<file path="src/rtl/des_round_key_gen.sv">
// des_round_key_gen
//   DES key-schedule stage that sits after PC-1. It captures the C0/D0 halves
//   and hands out the 16 round subkeys (PC-2 of the rotated halves), one per
//   valid/ready handshake: K1..K16 for encrypt, K16..K1 for decrypt.
//
//   Bit numbering: bus bit i carries FIPS bit i+1 (c_in/d_in bit 0 = FIPS
//   bit 1, subkey bit 0 = PC-2 output bit 1).
//
// Ports
//   clk, rst_n     clock, asynchronous active-low reset
//   start          request a new schedule (only looked at while idle)
//   decrypt        direction, sampled with start (0 = K1..K16, 1 = K16..K1)
//   c_in, d_in     28-bit C0 / D0 halves from PC-1
//   subkey         current round key (zero whenever subkey_valid is low)
//   subkey_valid   subkey/round_num valid
//   subkey_ready   consumer accepts the key when valid & ready
//   round_num      round index 1..16 of the presented key, 0 when idle
//   busy           high while the schedule is being generated
//   done           one-cycle pulse after the 16th key is accepted
module des_round_key_gen #(
    parameter logic [15:0] SHIFT1_MASK = 16'h8103
) (
    input  logic        clk,
    input  logic        rst_n,
    input  logic        start,
    input  logic        decrypt,
    input  logic [27:0] c_in,
    input  logic [27:0] d_in,
    output logic [47:0] subkey,
    output logic        subkey_valid,
    input  logic        subkey_ready,
    output logic [4:0]  round_num,
    output logic        busy,
    output logic        done
);

    typedef enum logic {IDLE, GEN} state_t;

    // PC-2 selection table, FIPS numbering (1..56), output bit 1 first.
    localparam logic [5:0] PC2 [48] = '{
        14, 17, 11, 24,  1,  5,  3, 28, 15,  6, 21, 10,
        23, 19, 12,  4, 26,  8, 16,  7, 27, 20, 13,  2,
        41, 52, 31, 37, 47, 55, 30, 40, 51, 45, 33, 48,
        44, 49, 39, 56, 34, 53, 46, 42, 50, 36, 29, 32
    };

    state_t      state;
    logic        dir;
    logic [27:0] c_q, d_q;
    logic [4:0]  cnt;
    logic [55:0] cd;
    logic [47:0] pc2_out;
    logic        handshake, last;

    // FIPS left rotate (towards bit 1) is a right shift of the bus.
    function automatic logic [27:0] rotl(input logic [27:0] x, input logic one);
        return one ? {x[0], x[27:1]} : {x[1:0], x[27:2]};
    endfunction

    function automatic logic [27:0] rotr(input logic [27:0] x, input logic one);
        return one ? {x[26:0], x[27]} : {x[25:0], x[27:26]};
    endfunction

    assign handshake = subkey_valid & subkey_ready;
    assign last      = dir ? (cnt == 5'd1) : (cnt == 5'd16);
    assign round_num = cnt;

    // Subkey is decoded from the registered halves only, never from inputs.
    assign cd = {d_q, c_q};
    for (genvar n = 0; n < 48; n++) begin : g_pc2
        assign pc2_out[n] = cd[PC2[n] - 6'd1];
    end
    assign subkey = subkey_valid ? pc2_out : 48'b0;

    always_ff @(posedge clk or negedge rst_n) begin
        if (!rst_n) begin
            state        <= IDLE;
            dir          <= 1'b0;
            c_q          <= '0;
            d_q          <= '0;
            cnt          <= '0;
            subkey_valid <= 1'b0;
            busy         <= 1'b0;
            done         <= 1'b0;
        end else begin
            done <= 1'b0;
            case (state)
                IDLE: begin
                    if (start) begin
                        state        <= GEN;
                        dir          <= decrypt;
                        subkey_valid <= 1'b1;
                        busy         <= 1'b1;
                        if (decrypt) begin
                            // Total encrypt rotation is 28, so C16/D16 = C0/D0.
                            c_q <= c_in;
                            d_q <= d_in;
                            cnt <= 5'd16;
                        end else begin
                            c_q <= rotl(c_in, SHIFT1_MASK[0]);
                            d_q <= rotl(d_in, SHIFT1_MASK[0]);
                            cnt <= 5'd1;
                        end
                    end
                end
                GEN: begin
                    if (handshake) begin
                        if (last) begin
                            state        <= IDLE;
                            subkey_valid <= 1'b0;
                            busy         <= 1'b0;
                            done         <= 1'b1;
                            c_q          <= '0;
                            d_q          <= '0;
                            cnt          <= '0;
                        end else if (dir) begin
                            // Undo the shift of round cnt; for cnt=16 the
                            // 4-bit index wraps to 15, i.e. sh(16).
                            c_q <= rotr(c_q, SHIFT1_MASK[cnt[3:0] - 4'd1]);
                            d_q <= rotr(d_q, SHIFT1_MASK[cnt[3:0] - 4'd1]);
                            cnt <= cnt - 5'd1;
                        end else begin
                            // Shift for round cnt+1 lives at mask bit cnt.
                            c_q <= rotl(c_q, SHIFT1_MASK[cnt[3:0]]);
                            d_q <= rotl(d_q, SHIFT1_MASK[cnt[3:0]]);
                            cnt <= cnt + 5'd1;
                        end
                    end
                end
                default: state <= IDLE;
            endcase
        end
    end

endmodule

</file>
<file path="config.mk">
export PLATFORM = sky130hd
export DESIGN_NAME = des_round_key_gen
export DESIGN_NICKNAME = d
export VERILOG_FILES = /design/src/rtl/des_round_key_gen.sv
export SDC_FILE = /design/constraint.sdc
export NUM_CORES = 1
export LEC_CHECK = 0
export CORE_ASPECT_RATIO = 0.75
export CORE_MARGIN = 2
export CORE_UTILIZATION = 53
export DETAILED_ROUTE_END_ITERATION = 6
export GPL_ROUTABILITY_DRIVEN = 1
export GPL_TIMING_DRIVEN = 0
export HOLD_SLACK_MARGIN = 0.03
export PLACE_DENSITY = 0.82
export SYNTH_ARGS = -nofsm -noshare
export SYNTH_HDL_FRONTEND = slang
export SYNTH_SLANG_ARGS = --single-unit
</file>
<file path="constraint.sdc">
create_clock -name clk -period 3.32 [get_ports clk]
set_clock_uncertainty 0.05 [all_clocks]
set_input_delay 0.996 -clock clk [delete_from_list [all_inputs] [get_ports clk]]
set_output_delay 0.996 -clock clk [all_outputs]
set_load 0.01 [all_outputs]
</file>
==> summary.md <==
| Metric | Value |
|---|---|
| Sw Ratio | 47.5% |
| Final core occ | around 70% |
| CTS buffer count | 9 |
| Final wirelength | between 15 and 20 mm |
| H-tree Lvls | 3 |
| RSZ-0062 raised after global routing | no |
| Clk slew on worst S/H paths | around 0.060 ns |
| Clk_lat worst skew | approximately 0.34 ns |
| WS Path Type | register to output port |
| Worst slew pin tran | approximately 0.9 ns |
| DRC errors left | 0 |
| Clk sinks | 65 |
| Synthesized flop and latch total | 65 |
| Crit path max fanout | 10 |
| Post-Place Worst Slack | roughly 0.053 ns |
| CTS tree | built |
| Sequential Power Share | about a fifth |
| Iter 0 DRT Violations | 656 |
| Storage element area | 1630 sq um |
| Drt via density | 6.31 |
| Number of synthesized flops with an enable pin | 0 |
| Async set-or-reset flop fraction in the synthesized netlist | 100% |
| P_int | ~4.5 mW |
| Top cells by count, synth | mux2i_1, dfrtp_1, nand2b_1 |
| Net Switching | 4.03 mW |
| Gpl congestion | 0.894 |
| Deepest clock path buffer count | 2 |
| Core footprint | roughly 11000 sq um |
| Fin crit period | between 3 and 4 ns |
| Post-CTS Hold Fix Bufs | 0 |
| PwrDens | 1110 nW/um^2 |
| Clock power frac | 13.3% |
| Type of origin of the critical path | register |
| Post-Syn Instances | 691 |
| First-pass GRT wire length | 30.3 mm |
| Vias in the first global route | 5856 |
| Layout filler cell count | 916 |
| Final nets | 882 |
| Final worst setup slack | about 0.095 ns |
| Highest clock rate | 310 MHz |
| Max_slew headroom | 39.9% |
| Synth Cell Area | about 6000 sq um |
| DP Wirelength | 13.7 mm |
| Post CTS Setup Buffer Count | 0 |
| ANT nets after route | 0 |
| Initial core utilization | 54.5% |
| Share of cells above drive strength 1 | ~7.3% |
| Root Driver | clkbuf_16 |
| Max-Cap Viols | 0 |
| Syn Area/Cell | approximately 8.7 sq um |
| Syn Nets | 757 |
| Status | finished clean |
| Pleak | approximately 3.2 nW |
| Die area | approximately 12000 sq um |
| Total GRT Usage | 31.4% |
| Arrival time worst endpoint | 2.18 ns |
| Yosys warns | 0 |
| Hold Violations, Final | 0 |
| Ant diodes | 0 |
| Peak supply drop | 510 uV |
| Ports | 117 |
| First-pass DRT Iterations | 5 |
| Post-cts resize count | 1 |
| Endpoints failing setup | 0 |
| WL/cell | a little under 20 um |
| Area leader, netlist | dfrtp_1 |
| Top-area cell type share of the netlist area | 27.2% |
| Total grt overflow | 0 |
| Data required time at the worst endpoint | 2.27 ns |
| Initial antenna violation count | 0 |
| Seq/Total Area, Yosys | between 20 and 30% |
| Hold crit path type | register to register |
| Fin crit share | 97.1% |
| Comb power frac | 67.9% |
| Area Growth Syn to Fin | 27.9% |
| Total number of vias | roughly 6100 |
| IO Port Bufs | 115 |
| Top post-synthesis cells by area | dfrtp_1, mux2i_1, a211oi_1, nand2b_1, nor2b_1 |
| Die Y | 96.0 um |
| Slew Viols, Final | 0 |
| Num rows | 33 |
| Chip Width | 127 um |
| Count leader, synth | mux2i_1 |
| Crit path capture type | output port |
| Multi-input gate area | 4010 sq um |
| Synth Flop Type | dfrtp_1 |
| Synth unique cells | 40 |
| Maximum number of pins on one net before global-route repair | 66 |
cells by family after synthesis:
group                    Yosys count  synth area share (%)
AND/OR/NAND/NOR                  243                  24.1
flip-flops                        65                  27.2
buffers and inverters             76                  5.92
adder cells (fa/ha/maj)            5                  1.05
multiplexers                     115                  19.3
AO/OA/AOI/OAI                    185                  22.3
XOR/XNOR                           2                 0.293
registers in the layout (all words and copies together), names as in the netlist:
signal and cells:
busy 1, done 1, dir 1, state 1, c_q 28, d_q 28, round_num 5
stage by stage:
step | std cells | instance area (sq um) | hold slack (ns) | power [mW] | setup TNS, ns
after global routing | 961 | 7650 | 0.530 | 8.97 | 0
after CTS | 961 | 7650 | 0.500 | 8.37 | 0
after detailed placement | 946 | 7310 | 0.488 | 7.20 | 0
after global placement | 946 | 7310 | 0.473 | 7.03 | -66.92
final | 961 | 7650 | 0.501 | 8.48 | 0
after floorplan | 691 | 5990 | 0.443 | 5.48 | 0
cells in the final DEF, fill, tap and decap left out, types with 47 or more instances in the layout:
cell and count:
nor2b_1 57, nand2b_1 58, dfrtp_1 65, a21oi_1 57, nor3_1 57, clkbuf_1 47, a211oi_1 55, and2_1 49
mux2i_1 114, clkdlybuf4s50_1 114
cell type report:
cell class | instances | share of cell area [%]
inverter | 3 | 0.147
tap | 140 | 2.29
sequential | 65 | 21.3
timing repair buffer | 115 | 15.0
clock buffer | 11 | 3.17
clock inverter | 5 | 1.34
buffer | 72 | 4.46
multi-input combinational | 550 | 52.3
power groups by stage:
stage / Clock [mW] / Sequential, mW / Combinational [mW]
finish: 1.13 / 1.59 / 5.76
global route: 1.15 / 1.64 / 6.18
CTS: 1.12 / 1.57 / 5.68
detailed placement: 0 / 1.58 / 5.63
global placement: 0 / 1.56 / 5.47
floorplan: 0 / 1.43 / 4.05
final timing paths:
| path | slack [ns] | cells after the start | start | end |
|---|---|---|---|---|
| setup / recovery | 0.09 | 3 | busy | subkey[39] |
| hold / removal | 0.50 | 2 | d_q[9] | d_q[9] |
| setup reg to reg | 0.15 | 9 | round_num[0] | c_q[6] |
| hold reg to reg | 0.50 | 2 | d_q[9] | d_q[9] |
| max in group asynchronous | 1.90 | 1 | rst_n | d_q[11] |
| min in group asynchronous | 0.73 | 1 | rst_n | round_num[1] |
critical path: stages, from the launching register on:
cell and delay, ns:
dfrtp_1 0.49, clkbuf_1 0.57, and2_1 0.24, clkdlybuf4s50_1 0.54
metal layers:
metal | part of all wire, % | global-route usage [%] | routed length (um)
met1 | 46 | 44.6 | 8650
met2 | 44 | 49.8 | 8420
met3 | 9.1 | 5.89 | 1740
met4 | 0.98 | 7.97 | 186
met5 | 0 | 0 | 0
Power figures use the tool's default switching activity.
